## src/rtl/uart_ctrl_pkg.sv

```systemverilog
// Shared definitions for the UART transmit scheduling slice.
// Contents:
//   UART_D_WIDTH  - data width of the UART transmit core
//   sched_state_t - scheduler FSM states
//   id_width()    - width of an index into a set of n requesters (minimum 1)
package uart_ctrl_pkg;

    localparam int UART_D_WIDTH = 8;

    typedef enum logic [1:0] {
        IDLE,
        LAUNCH,
        WAIT_BUSY,
        WAIT_DONE
    } sched_state_t;

    // A single requester still needs a 1-bit id so port widths never collapse to zero.
    function automatic int id_width(input int n);
        return (n > 1) ? $clog2(n) : 1;
    endfunction

endpackage

```

## src/rtl/rr_arbiter.sv

```systemverilog
// Combinational round-robin arbiter with an optional lock.
// Ports:
//   req     in   N   request vector
//   ptr     in   IW  highest-priority index when not locked
//   lock_en in   1   restrict the grant to lock_id only
//   lock_id in   IW  index that owns the lock
//   grant   out  N   one-hot grant (all zero when nobody eligible requests)
//   id      out  IW  encoded index of the grant
//   found   out  1   grant is non-zero
module rr_arbiter
    import uart_ctrl_pkg::*;
#(
    parameter int N  = 4,
    parameter int IW = id_width(N)
) (
    input  logic [N-1:0]  req,
    input  logic [IW-1:0] ptr,
    input  logic          lock_en,
    input  logic [IW-1:0] lock_id,
    output logic [N-1:0]  grant,
    output logic [IW-1:0] id,
    output logic          found
);

    // Search upward from ptr with wrap-around; a lock bypasses the search entirely.
    always_comb begin : search
        logic [IW-1:0] idx;
        grant = '0;
        id    = '0;
        found = 1'b0;
        idx   = '0;
        if (lock_en) begin
            if (req[lock_id]) begin
                grant[lock_id] = 1'b1;
                id             = lock_id;
                found          = 1'b1;
            end
        end else begin
            for (int off = 0; off < N; off++) begin
                idx = IW'((int'(ptr) + off) % N);
                if (!found && req[idx]) begin
                    grant[idx] = 1'b1;
                    id         = idx;
                    found      = 1'b1;
                end
            end
        end
    end

endmodule

```

## src/rtl/uart_tx_sched.sv

```systemverilog
// Round-robin scheduler sharing one UART transmitter among N_REQ byte sources.
// Multi-byte messages keep the grant until a byte flagged last is accepted.
// Ports:
//   clk, rst         clock (posedge) and asynchronous active-low reset
//   req_valid/data/last  per-requester byte offer; byte i at [i*D_WIDTH +: D_WIDTH]
//   req_ready        one-hot combinational accept, only in IDLE with the transmitter free
//   tx_ena, tx_data  registered launch pulse and byte to the transmitter
//   tx_busy          transmitter busy
//   grant_id         current or last granted requester
//   locked           message in progress, grant held
//   err_start        sticky: transmitter failed to raise busy within START_TO cycles
module uart_tx_sched
    import uart_ctrl_pkg::*;
#(
    parameter  int N_REQ    = 4,
    parameter  int D_WIDTH  = UART_D_WIDTH,
    parameter  int START_TO = 4,
    localparam int IW       = id_width(N_REQ)
) (
    input  logic                     clk,
    input  logic                     rst,
    input  logic [N_REQ-1:0]         req_valid,
    input  logic [N_REQ*D_WIDTH-1:0] req_data,
    input  logic [N_REQ-1:0]         req_last,
    output logic [N_REQ-1:0]         req_ready,
    output logic                     tx_ena,
    output logic [D_WIDTH-1:0]       tx_data,
    input  logic                     tx_busy,
    output logic [IW-1:0]            grant_id,
    output logic                     locked,
    output logic                     err_start
);

    localparam int CW = $clog2(START_TO + 1);

    sched_state_t  state, state_next;
    logic [IW-1:0] ptr;
    logic [CW-1:0] cnt;
    logic [N_REQ-1:0] arb_grant;
    logic [IW-1:0] arb_id;
    logic          arb_found;
    logic          accept;
    logic          timeout;

    function automatic logic [IW-1:0] next_ptr(input logic [IW-1:0] id);
        return IW'((int'(id) + 1) % N_REQ);
    endfunction

    rr_arbiter #(
        .N  (N_REQ),
        .IW (IW)
    ) u_arb (
        .req     (req_valid),
        .ptr     (ptr),
        .lock_en (locked),
        .lock_id (grant_id),
        .grant   (arb_grant),
        .id      (arb_id),
        .found   (arb_found)
    );

    // A frame left running by a reset keeps tx_busy high; that alone blocks new accepts.
    assign accept    = (state == IDLE) && rst && !tx_busy && arb_found;
    assign req_ready = accept ? arb_grant : '0;
    assign timeout   = (state == WAIT_BUSY) && !tx_busy && (cnt == CW'(START_TO - 1));

    always_ff @(posedge clk or negedge rst) begin
        if (!rst) state <= IDLE;
        else      state <= state_next;
    end

    always_comb begin
        state_next = state;
        case (state)
            IDLE:      if (accept) state_next = LAUNCH;
            LAUNCH:    state_next = WAIT_BUSY;
            WAIT_BUSY: begin
                if (tx_busy)      state_next = WAIT_DONE;
                else if (timeout) state_next = IDLE;
            end
            WAIT_DONE: if (!tx_busy) state_next = IDLE;
            default:   state_next = IDLE;
        endcase
    end

    // The pointer moves only at message boundaries (last byte or an aborted launch),
    // so bytes inside a locked message never rotate priority.
    always_ff @(posedge clk or negedge rst) begin
        if (!rst) begin
            tx_ena    <= 1'b0;
            tx_data   <= '0;
            grant_id  <= '0;
            locked    <= 1'b0;
            err_start <= 1'b0;
            ptr       <= '0;
            cnt       <= '0;
        end else begin
            tx_ena <= accept;
            if (accept) begin
                tx_data  <= req_data[int'(arb_id) * D_WIDTH +: D_WIDTH];
                grant_id <= arb_id;
                locked   <= ~req_last[arb_id];
                if (req_last[arb_id]) ptr <= next_ptr(arb_id);
            end
            if (state == LAUNCH) begin
                cnt <= '0;
            end else if ((state == WAIT_BUSY) && !tx_busy) begin
                cnt <= cnt + CW'(1);
            end
            if (timeout) begin
                err_start <= 1'b1;
                locked    <= 1'b0;
                ptr       <= next_ptr(grant_id);
            end
        end
    end

endmodule

```

## config.mk

```make
export PLATFORM = sky130hd
export DESIGN_NAME = uart_tx_sched
export DESIGN_NICKNAME = d
export VERILOG_FILES = /design/src/rtl/uart_ctrl_pkg.sv /design/src/rtl/rr_arbiter.sv /design/src/rtl/uart_tx_sched.sv
export SDC_FILE = /design/constraint.sdc
export NUM_CORES = 1
export LEC_CHECK = 0
export CAP_MARGIN = 10
export CORE_MARGIN = 2
export CORE_UTILIZATION = 48
export CTS_CLUSTER_SIZE = 14
export DETAILED_ROUTE_END_ITERATION = 10
export HOLD_SLACK_MARGIN = 0.1
export PLACE_DENSITY = 0.82
export SYNTH_ARGS = -nofsm -noshare
export SYNTH_HDL_FRONTEND = slang
export SYNTH_HIERARCHICAL = 1
export SYNTH_SLANG_ARGS = --single-unit
```

## constraint.sdc

```tcl
create_clock -name clk -period 11.15 [get_ports clk]
set_input_delay 3.345 -clock clk [delete_from_list [all_inputs] [get_ports clk]]
set_output_delay 3.345 -clock clk [all_outputs]
set_load 0.02 [all_outputs]
```

==> results.md <==
* CTS Hold Bufs at 0
* Fmax at 0.104 GHz
* Switching share of power at 41.6%
* Min-delay worst type: flip-flop to flip-flop
* Yosys warning count at 6
* Initial detailed-routing violation count at 72
* Synth top area cells: dfrtp_1 30%, mux4_2 18%, mux2_2 6.1%
* Most used cell, CP: clkdlybuf4s50_1
* Setup CP Type: input port to primary output
* CTS buffer count at 3
* Ratio of final minimum period to clock period at 86.1%
* Main synth FF type: dfrtp_1
* Initial core utilization at 50.0%
* Dpl cells at 239
* Final ANT Viol Nets at 0
* Critical Path RT at 7.81 ns
* Post-synth EDFFs at 0
* Nets at 248
* Die Wd at 62.7 um
* Reg power frac at 25.8%
* Gpl congestion at 0.763
* Cts repair resizes at 0
* Mapped Cells at 142
* Port buffer count at 59
* Final setup vio count at 0
* Crit-path cells: clkdlybuf4s50_1 -> mux4_2 -> nor3_1 -> a21oi_1 -> and4_1 -> and2_1 -> clkdlybuf4s50_1
* Critical Path Fanout Max at 18
* Post-synth top area cell: dfrtp_1
* Ant diodes at 0
* Core Box Area at 3310 um^2
* Seq cells post-synth at 20
* Initial antenna violation count at 0
* Max stage delay cell, worst path: mux4_2
* CP Launch Type: input port
* Num rows at 21
* Post-DP HPWL at 3130 um
* Overflow after GRT at 0
* Post-synth top area share at 30.3%
* Distinct cells, synth at 43
* Synth Net Count at 192
* Mapped Area at 1650 um^2
* Layout cells sized above 1 at 18.3%
* Leakage power figure at 0.895 nW
* Vias at 1411
* Sequential fraction of the synthesis area at 30.3%
* RSZ-0062 raised after global routing: no
* Worst relative slew slack at 39.9%
* Max IR drop VDD at 0.146 mV
* Total die area at 3930 um^2
* Skew final at 0.0114 ns
* Synth-to-layout area growth at 38.4%
* Detailed-route DRC error count at 0
* Hold Fails Final Rpt at 0
* Wirelength, routed at 3820 um
* PD cells at 260 nW/um^2
* Vias in the first global route at 1468
* Global-route wire length before repair at 6550 um
* CP max stage delay at 0.64 ns
* Htree depth at 1
* Internal power at 0.000348 W
* Worst-Skew Late Latency at 0.29 ns
* Max_cap viols at 0
* Drt pass-1 iters at 4
* CP delay by family, top: simple AND/OR/NAND/NOR gates
* CTS root buffer: clkbuf_4
* Most common cell in the netlist: dfrtp_1
* Worst Path Buf+Inv at 2
* Status: finished clean
* Clock group share of total power at 9.6%
* Boundary Pins at 60
* Non-Filler Instances at 243
* Arr. time, crit path at 6.25 ns
* Largest net degree at the start of global routing at 22
* Vias per cell at 5.81
* Avg WL per Cell at 15.7 um
* CTS tree: done
* Ys async rst share at 100%
* Post-layout min period at 9.60 ns
* Crit path capture type: primary output
* P_sw at 0.000248 W
* Max Slew Vio Count at 0
* Clock slew at reported path FFs at 0.12 ns
* Top post-synthesis cells by count: 20 x dfrtp_1, 13 x mux4_2, 9 x mux2_2, 7 x ha_1, 7 x nor2_1
* Post-Route Setup TNS at 0 ns
* GRT Total Usage at 20.7%
* Count of clock tree sinks at 20
* Gate power share at 64.6%
* Fillers at 268
* Syn Area/Cell at 11.6 um^2
* Max clock buf depth at 2
* Post CTS Setup Buffer Count at 0
* Die Ht at 62.7 um
* Worst-Margin Slew at 0.898 ns
[layer usage]
metal,routed length (um),vias to the layer above,GRT usage (%),share of wire [%]
met1,1510,704,24.5,39
li1,-,665,-,-
met5,0,-,0,0
met3,175,4,2.70,4.6
met4,48,0,5.56,1.3
met2,2090,38,39.0,55
[worst register-to-register path: stages, from the launching register on]
cell	delay [ns]
dfrtp_1	0.73
inv_1	0.14
ha_1	0.44
mux4_2	0.44
and2b_1	0.33
o21ai_0	0.14
a31oi_2	0.80
mux4_2	0.61
a21oi_2	0.22
mux2_1	0.35
[power by group through the flow]
stage	Sequential [W]	Clock, W	Combinational [W]
2_1_floorplan	0.000157	0	0.000283
3_3_place_gp	0.000153	0	0.000377
3_5_place_dp	0.000155	0	0.000386
4_1_cts	0.000154	0.0000592	0.000388
5_1_grt	0.000161	0.0000639	0.000418
6_report	0.000154	0.0000574	0.000385
[cells by family after synthesis]
logic type	synth area share, %
AOI/OAI and AO/OA	16.3
muxes	30.2
and+or+nand+nor	10.6
DFF	30.3
buffers and inverters	6.88
adders and majority gates	5.29
xor gates and xnor gates	0.530
[state kept, by name (all words and copies together) (netlist names)]
name and count:
tx_data 8, tx_ena 1, ptr 2, locked 1
grant_id 2, state 2, cnt 3, err_start 1
[stage by stage]
| step | utilization (%) | area, um^2 | power (W) | setup slack [ns] | hold slack (ns) |
|---|---|---|---|---|---|
| after detailed placement | 67.5 | 2240 | 0.000541 | 1.61 | 0.479 |
| after global routing | 69.1 | 2290 | 0.000643 | 1.45 | 0.517 |
| final | 69.1 | 2290 | 0.000596 | 1.55 | 0.496 |
| after global placement | 67.5 | 2240 | 0.000530 | 1.72 | 0.453 |
| after CTS | 69.1 | 2290 | 0.000601 | 1.59 | 0.507 |
| after floorplan | - | 1650 | 0.000440 | 2.88 | 0.496 |
[worst paths after layout]
kind                                      to    startpoint  slack, ns  depth (start not counted)
worst min register to register     err_start     err_start       0.50                          1
max in group asynchronous             ptr[0]           rst       7.54                          2
worst min-delay path               err_start     err_start       0.50                          1
worst max-delay path            req_ready[1]  req_valid[1]       1.55                          7
min in group asynchronous         tx_data[5]           rst       3.39                          2
worst max register to register        ptr[0]        ptr[0]       6.84                          9
[cell usage in the layout, fill, tap and decap left out, types with 2 or more instances in the layout]
cell type	synthesis	final
a22o_1	3	3
inv_1	6	6
and2_1	4	4
mux2_1	4	4
clkbuf_4	0	3
o21a_1	2	2
nor2_1	7	7
mux2i_1	6	6
a32oi_1	2	2
clkdlybuf4s50_1	0	59
a31oi_1	3	2
nand2_1	4	4
mux4_2	13	13
dfrtp_1	20	20
nor3_1	3	3
mux2_2	9	9
a221oi_1	5	5
a21oi_1	5	5
o31ai_1	5	5
o21ai_0	2	2
buf_4	1	2
ha_1	7	7
nor2b_1	4	4
[final cells by class]
| class | instances | area (um^2) | area share, % |
|---|---|---|---|
| Tap cell | 46 | 57.6 | 2.52 |
| Multi-Input combinational cell | 105 | 1050 | 45.7 |
| Inverter | 7 | 26.3 | 1.15 |
| Sequential cell | 20 | 500 | 21.9 |
| Clock buffer | 3 | 22.5 | 0.984 |
| Timing Repair Buffer | 61 | 606 | 26.5 |
| Clock inverter | 1 | 30.0 | 1.31 |
Power figures use the tool's default switching activity.
